==> src/rtl/maxnet_pkg.sv <==
// Shared definitions for the 4-neuron winner-take-all Maxnet engine.
package maxnet_pkg;
  localparam int N          = 4;
  localparam int DEF_DATA_W = 16;
  localparam int DEF_FRAC   = 14;

  typedef enum logic [1:0] {
    ST_IDLE = 2'd0,
    ST_ITER = 2'd1,
    ST_DONE = 2'd2
  } state_t;

  typedef logic [DEF_DATA_W-1:0] act_t;
  typedef logic [DEF_DATA_W+1:0] acc_t;
endpackage

==> src/rtl/maxnet_neuron.sv <==
// One Maxnet neuron: next = relu(self - ((sum of others * eps) >> FRAC)).
module maxnet_neuron #(
  parameter int DATA_W = maxnet_pkg::DEF_DATA_W,
  parameter int FRAC   = maxnet_pkg::DEF_FRAC
) (
  input  logic [DATA_W-1:0] i_self,
  input  logic [DATA_W-1:0] i_oth0,
  input  logic [DATA_W-1:0] i_oth1,
  input  logic [DATA_W-1:0] i_oth2,
  input  logic [DATA_W-1:0] i_eps,
  output logic [DATA_W-1:0] o_next
);
  localparam int SUM_W  = DATA_W + 2;
  localparam int PROD_W = SUM_W + DATA_W;

  logic        [SUM_W-1:0]  w_sum;
  logic        [PROD_W-1:0] w_prod;
  logic        [PROD_W-1:0] w_inhib;
  logic signed [PROD_W:0]   w_diff;

  // The difference can only shrink the activation, so only the lower clamp is needed.
  function automatic logic [DATA_W-1:0] relu(input logic signed [PROD_W:0] x);
    if (x < 0) return '0;
    return DATA_W'(x);
  endfunction

  always_comb begin
    w_sum   = SUM_W'(i_oth0) + SUM_W'(i_oth1) + SUM_W'(i_oth2);
    w_prod  = PROD_W'(w_sum) * PROD_W'(i_eps);
    w_inhib = w_prod >> FRAC;
    w_diff  = $signed({1'b0, PROD_W'(i_self)}) - $signed({1'b0, w_inhib});
    o_next  = relu(w_diff);
  end
endmodule

==> src/rtl/maxnet_engine.sv <==
// Maxnet accelerator: loads four activations on start, iterates lateral
// inhibition until at most one survives, then reports the winner.
module maxnet_engine
  import maxnet_pkg::*;
#(
  parameter int                DATA_W   = DEF_DATA_W,
  parameter int                FRAC     = DEF_FRAC,
  parameter int                EPS      = 3277,
  parameter logic [DATA_W-1:0] INIT0    = 16'h0CCD,
  parameter logic [DATA_W-1:0] INIT1    = 16'h199A,
  parameter logic [DATA_W-1:0] INIT2    = 16'h2666,
  parameter logic [DATA_W-1:0] INIT3    = 16'h3333,
  parameter int                MAX_ITER = 255
) (
  input  logic              clk,
  input  logic              rst,
  input  logic              start,
  output logic              ready,
  output logic [1:0]        winner,
  output logic [DATA_W-1:0] max_val
);
  localparam int CNT_W = $clog2(MAX_ITER + 1);

  state_t            r_state;
  state_t            w_state_nxt;
  logic [DATA_W-1:0] r_act [N];
  logic [DATA_W-1:0] w_next [N];
  logic [CNT_W-1:0]  r_cnt;
  logic              r_ready;
  logic [1:0]        r_winner;
  logic [DATA_W-1:0] r_max_val;

  logic              w_load;
  logic              w_update;
  logic              w_finish;
  logic [2:0]        w_nz_cnt;
  logic [1:0]        w_win_idx;
  logic [DATA_W-1:0] w_win_val;
  logic [DATA_W-1:0] w_eps;

  assign w_eps = DATA_W'(EPS);

  for (genvar g = 0; g < N; g++) begin : g_neuron
    maxnet_neuron #(
      .DATA_W (DATA_W),
      .FRAC   (FRAC)
    ) u_neuron (
      .i_self (r_act[g]),
      .i_oth0 (r_act[(g + 1) % N]),
      .i_oth1 (r_act[(g + 2) % N]),
      .i_oth2 (r_act[(g + 3) % N]),
      .i_eps  (w_eps),
      .o_next (w_next[g])
    );
  end

  // Strict '>' keeps the lowest index on ties; all-zero falls back to neuron 0.
  always_comb begin
    w_nz_cnt  = '0;
    w_win_idx = '0;
    w_win_val = r_act[0];
    for (int i = 0; i < N; i++) begin
      if (r_act[i] != '0) w_nz_cnt = w_nz_cnt + 3'd1;
      if (r_act[i] > w_win_val) begin
        w_win_idx = 2'(i);
        w_win_val = r_act[i];
      end
    end
  end

  always_comb begin
    w_state_nxt = r_state;
    w_load      = 1'b0;
    w_update    = 1'b0;
    w_finish    = 1'b0;
    unique case (r_state)
      ST_IDLE, ST_DONE: begin
        if (start) begin
          w_load      = 1'b1;
          w_state_nxt = ST_ITER;
        end
      end
      ST_ITER: begin
        if (w_nz_cnt <= 3'd1 || r_cnt == CNT_W'(MAX_ITER)) begin
          w_finish    = 1'b1;
          w_state_nxt = ST_DONE;
        end else begin
          w_update = 1'b1;
        end
      end
      default: w_state_nxt = ST_IDLE;
    endcase
  end

  always_ff @(posedge clk or negedge rst) begin
    if (!rst) begin
      r_state   <= ST_IDLE;
      r_cnt     <= '0;
      r_ready   <= 1'b0;
      r_winner  <= '0;
      r_max_val <= '0;
      for (int i = 0; i < N; i++) r_act[i] <= '0;
    end else begin
      r_state <= w_state_nxt;
      if (w_load) begin
        r_act[0] <= INIT0;
        r_act[1] <= INIT1;
        r_act[2] <= INIT2;
        r_act[3] <= INIT3;
        r_cnt    <= '0;
        r_ready  <= 1'b0;
      end else if (w_update) begin
        for (int i = 0; i < N; i++) r_act[i] <= w_next[i];
        r_cnt <= r_cnt + CNT_W'(1);
      end else if (w_finish) begin
        r_winner  <= w_win_idx;
        r_max_val <= w_win_val;
        r_ready   <= 1'b1;
      end
    end
  end

  assign ready   = r_ready;
  assign winner  = r_winner;
  assign max_val = r_max_val;
endmodule

==> config.mk <==
export PLATFORM = sky130hd
export DESIGN_NAME = maxnet_engine
export DESIGN_NICKNAME = d
export VERILOG_FILES = /design/src/rtl/maxnet_pkg.sv /design/src/rtl/maxnet_neuron.sv /design/src/rtl/maxnet_engine.sv
export SDC_FILE = /design/constraint.sdc
export NUM_CORES = 2
export LEC_CHECK = 0
export BUFFER_PORTS_ARGS = -buffer_cell sky130_fd_sc_hd__buf_4
export CORE_MARGIN = 5
export CORE_UTILIZATION = 35
export CTS_BUF_LIST = sky130_fd_sc_hd__clkbuf_8 sky130_fd_sc_hd__clkbuf_16
export CTS_CLUSTER_DIAMETER = 60
export DETAILED_ROUTE_END_ITERATION = 6
export GPL_ROUTABILITY_DRIVEN = 1
export HOLD_SLACK_MARGIN = 0.02
export PLACE_DENSITY = 0.53
export SYNTH_ARGS = -nofsm -noshare
export SYNTH_HDL_FRONTEND = slang
export SYNTH_HIERARCHICAL = 1
export SYNTH_SLANG_ARGS = --single-unit
export TNS_END_PERCENT = 10
==> constraint.sdc <==
create_clock -name clk -period 9.7 [get_ports clk]
set_input_delay 1.94 -clock clk [delete_from_list [all_inputs] [get_ports clk]]
set_output_delay 1.94 -clock clk [all_outputs]
set_load 0.005 [all_outputs]
**Yosys cells after proc, flatten, opt, wreduce, memory -nomap -nowiden**

Index checks and enable logic that the tools add are counted.

- $add $sub $neg: 16
- $mul: 4
- Order comparisons: 8
- Equality and inequality tests: 6
- Mux-type cells: 38
- Bitwise operators: 2
- Reductions and logical operators: 12

Operators by type and width:

| operator | number |
|---|---|
| 16-bit 2-to-1 mux | 11 |
| 35-bit by 1-bit less-than comparator with 1-bit output (second input constant) | 4 |
| 64-bit 2-to-1 mux | 2 |
| 18-bit by 12-bit multiplier with 30-bit output (second input constant) | 4 |
| 16-bit by 20-bit subtractor with 21-bit output | 4 |
| 18-bit by 16-bit adder with 18-bit output | 4 |
| 16-bit by 16-bit adder with 17-bit output | 4 |
| 16-bit nonzero test | 4 |
| 16-bit greater-than comparator | 3 |
| 8-bit 2-to-1 mux | 2 |
| 1-bit 2-to-1 mux | 15 |
| 3-bit by 1-bit adder with 3-bit output (second input constant) | 3 |
| 3-bit 2-to-1 mux | 3 |
| 8-bit by 1-bit adder with 8-bit output (second input constant) | 1 |
| 8-bit equality test (second input constant) | 1 |
| 2-bit 2-to-1 mux | 4 |
| 2-bit != test (second input constant) | 3 |
| 2-bit one-hot mux with 2 select lines | 1 |
| 2-bit AND reduction | 2 |
| 2-bit nonzero test | 2 |
| 3-bit by 1-bit <= comparator with 1-bit output (second input constant) | 1 |
| 3-bit AND reduction | 1 |
| 2-bit by 1-bit equality test with 1-bit output (second input constant) | 1 |
| 2-bit equality test (second input constant) | 1 |
| 4 further kinds | 5 |

- Register bits: 93
- Input port bits: 3
- Output and inout bits: 19
- Logic and storage cells: 95

**Depth between registers and ports, before layout**

- Word-level depth: 15
- Mapped depth: 49
- Gate-level depth less buffers: 47

**Cells and area by module**

Netlist, hierarchy kept.

Modules (own cells, without submodules):

| module | times used | cells each | area each (um^2) | seq. area each (um^2) |
|---|---|---|---|---|
| maxnet_neuron at g_neuron[3].u_neuron | 1 | 1526 | 12529.5 | 0.0 |
| maxnet_neuron at g_neuron[2].u_neuron | 1 | 1415 | 11959.0 | 0.0 |
| maxnet_neuron at g_neuron[0].u_neuron | 1 | 1271 | 10994.3 | 0.0 |
| maxnet_neuron at g_neuron[1].u_neuron | 1 | 1263 | 10864.2 | 0.0 |
| maxnet_engine | 1 | 686 | 5779.3 | 2327.2 |

**Worst setup path before layout**

OpenSTA, ideal clock, no wires.

- Path kind: reg2reg
- Start point: reg r_act[17] in the netlist's numbering
- End point: reg r_act[34] in the netlist's numbering
- Library setup time: 0.078 ns
- Arrival: 10.201 ns
- Data required time: 9.622 ns
- Slack: -0.579 ns
- Cell stages (with the launch flop): 46
- Buffers on the path: 2
- Clock period less this slack: 10.279 ns
- Path through: dfrtp_1 -> inv_1 -> fa_1 -> inv_1 -> ha_1 -> inv_1 -> fa_1 -> nor2b_1 -> o21ai_0 -> a21boi_0 -> o21ai_0 -> a21oi_1 -> a21oi_1 -> xnor2_1 -> clkbuf_1 -> nand2_1 -> fa_1 -> fa_1 -> [10 not listed] -> nand2b_1 -> o21ai_1 -> a21oi_1 -> o311ai_0 -> a21oi_1 -> xor2_1 -> ha_1 -> o21ai_0 -> a21oi_1 -> o41a_1 -> a41oi_1 -> a21oi_1 -> o31ai_1 -> a2111o_1 -> buf_6 -> nor2_1 -> nand2_1 -> a21oi_1

RTL lines:

| element | line | text |
|---|---|---|
| start, declared | maxnet_engine.sv:26 | `logic [DATA_W-1:0] r_act [N];` |

==> results.cfg <==
[route]
route.met3.wl_um = 8080
wl_met2_um = 76200
ant_nets = 0
firstDrtPassIters = 6
finalWirelength_um = 161000
vias_per_cell = 5.00
top_layer_used = met4
vias = 44775
avgRoutedWirePerCell_um = 17.9
wl_met1_um = 72400
drt_iter0_markers = 2607
route.detailed.drc = 0

[finish]
layout-drive-gt1-share = 0.162
stdcell_area_um2 = 62500
fill_cells = 14930
layout_commonest_cell = inv_1
most-common-layout-cells = inv_1, fa_1, nand2_1
syn_to_final_growth_pct = 19.9
final_nets = 8573
diodes = 0

[synth]
ys_types = 118
syn_area_um2 = 52100
ys_ff_latch = 93
syn_area_per_cell_um2 = 8.46
ys_seq_area_frac = 0.0446
ys_warn_count = 6
synthFlopType = dfrtp_1
netlist_instances = 6161
synthArstFlopShare = 1.00
synth_edf_count = 0

[critical_path]
cpMaxStageDelayCell = fa_1
critPathLaunchType = register
worstPathArrival_ps = 10490
critPathBufInv = 10
slowest_delay_ps = 540
cp.required_ps = 9980
worst-setup-path-type = reg -> reg
crit_top_cell = fa_1
r2r-start = r_act[33]
path_delay_family = adder cells
path_max_fanout = 16
ff2ff_path_depth = 45
end_kind = register
cp.depth = 45
worst-r2r-setup-slack_ps = -510
r2r_end = r_act[19]

[job]
cap_violations = 0

[cts]
clkSlewWorstSetupHoldPaths_ps = 70
root_buffer = clkbuf_16
clock-sinks = 93
tritoncts = built
clock_latency_ps = 370
cts.path.max_buffers = 2
cts-htree-levels = 3
cts_buffers = 9

[run_status]
violations = setup timing
status = complete, but fails checks

[hold_path]
hp-start = ready
hold_class = reg -> reg
whs_path_depth = 2
hold_end = ready

[die]
die_area_um2 = 157000
fp.dieW_um = 396
rows = 141
ios = 22
die_h_um = 396
start_util = 0.353
fp.coreArea_um2 = 148000

[placement]
dpl_cell_area_um2 = 60400
hpwl_um = 133000
place_congestion = 0.954
io_buffers = 21
post-place-ws_ps = -903

[global_route]
grt_overflow = 0
antenna_found_initial = 3
grt.total_usage = 0.207
grt_pass1_vias = 46894
grt_pass1_wl_um = 262000
grt_start_max_net_pins = 55

[timing]
finalHoldViolCount = 0
fmax_mhz = 98.0
finalMaxSlewViolations = 0
post-route-period-util = 1.05
rsz0062_at_grt = true
hold_slack_ps = 485
post-route-min-period_ps = 10210
relSlewSlack = 0.116
fin_tns_setup_ps = -16450
worst_clock_skew_ps = 11.3
setup_violations = 64
worst_slack_ps = -508
tightest_slew_ps = 1320
logic make-up (layout without fill, tap and decap cells):
logic type / Yosys count / after routing / synth area share
compound gates: 847 / 848 / 0.111
xor+xnor: 165 / 165 / 0.0283
fa+ha+maj: 1543 / 1543 / 0.508
buf+inv: 1393 / 1920 / 0.103
flops: 93 / 93 / 0.0446
mux: 6 / 6 / 0.00118
other cells: 2 / 345 / 0.000144
simple gates: 2112 / 2112 / 0.203
Yosys cell counts (57+ instances only):
cell type | number | area [µm²]
a21o_1 | 57 | 428
a21oi_1 | 194 | 971
and2_1 | 424 | 2650
clkbuf_1 | 248 | 931
dfrtp_1 | 93 | 2330
fa_1 | 956 | 19100
ha_1 | 587 | 7340
inv_1 | 1095 | 4110
nand2_1 | 903 | 3390
nand2b_1 | 80 | 500
nand3_1 | 178 | 891
nor2_1 | 152 | 571
nor2b_1 | 68 | 425
nor3_1 | 63 | 315
o21ai_0 | 149 | 746
xnor2_1 | 104 | 911
xor2_1 | 57 | 499
timing repair:
item,CTS,global route
gates resized for setup,210,46
cloned,2,0
hold buffers,0,0
setup buffers,71,7
pin swaps,217,49
setup endpoints to repair,64,64
worst max-delay path by stage:
stage | startpoint | to | slack, ps
finish | r_act[33] | r_act[19] | -510
floorplan | r_act[33] | r_act[54] | -10
global route | r_act[33] | r_act[19] | -960
detailed placement | r_act[49] | r_act[3] | -900
global placement | r_act[33] | r_act[3] | -840
CTS | r_act[33] | r_act[19] | -440
sequential cells by signal, summed over array words and instances, names as in the netlist:
register / cells
r_cnt: 8
r_act: 64
max_val: 16
r_state: 2
ready: 1
winner: 2
through the flow:
step,cells,util
finish,8962,0.423
global placement,8869,0.409
floorplan,6504,-
CTS,8956,0.421
global route,8962,0.423
detailed placement,8869,0.409
metal layers:
metal  global-route usage  vias to the layer above
met1                0.289                    22360
met4               0.0418                        0
met2                0.351                     1153
li1                     -                    21052
met3               0.0197                      210
met5                    0                        -
final cells by class:
type                       instances  area [µm²]  share of cell area
timing repair buffer             808        6380               0.102
clock buffer                      10         239             0.00382
clock inverter                     6        93.8             0.00150
multi-input combinational       5019       46900               0.751
tap                             1930        2410              0.0386
inverter                        1096        4110              0.0658
sequential                        93        2330              0.0373
worst min-delay path: cells and delay by family, from the launching register on:
kind	cells	cell delay, ps
flip-flops	1	340
AND/OR/NAND/NOR	2	110
Power is not shown: default switching activity piles up to over one toggle a cycle in this logic, so the estimate is an artifact.
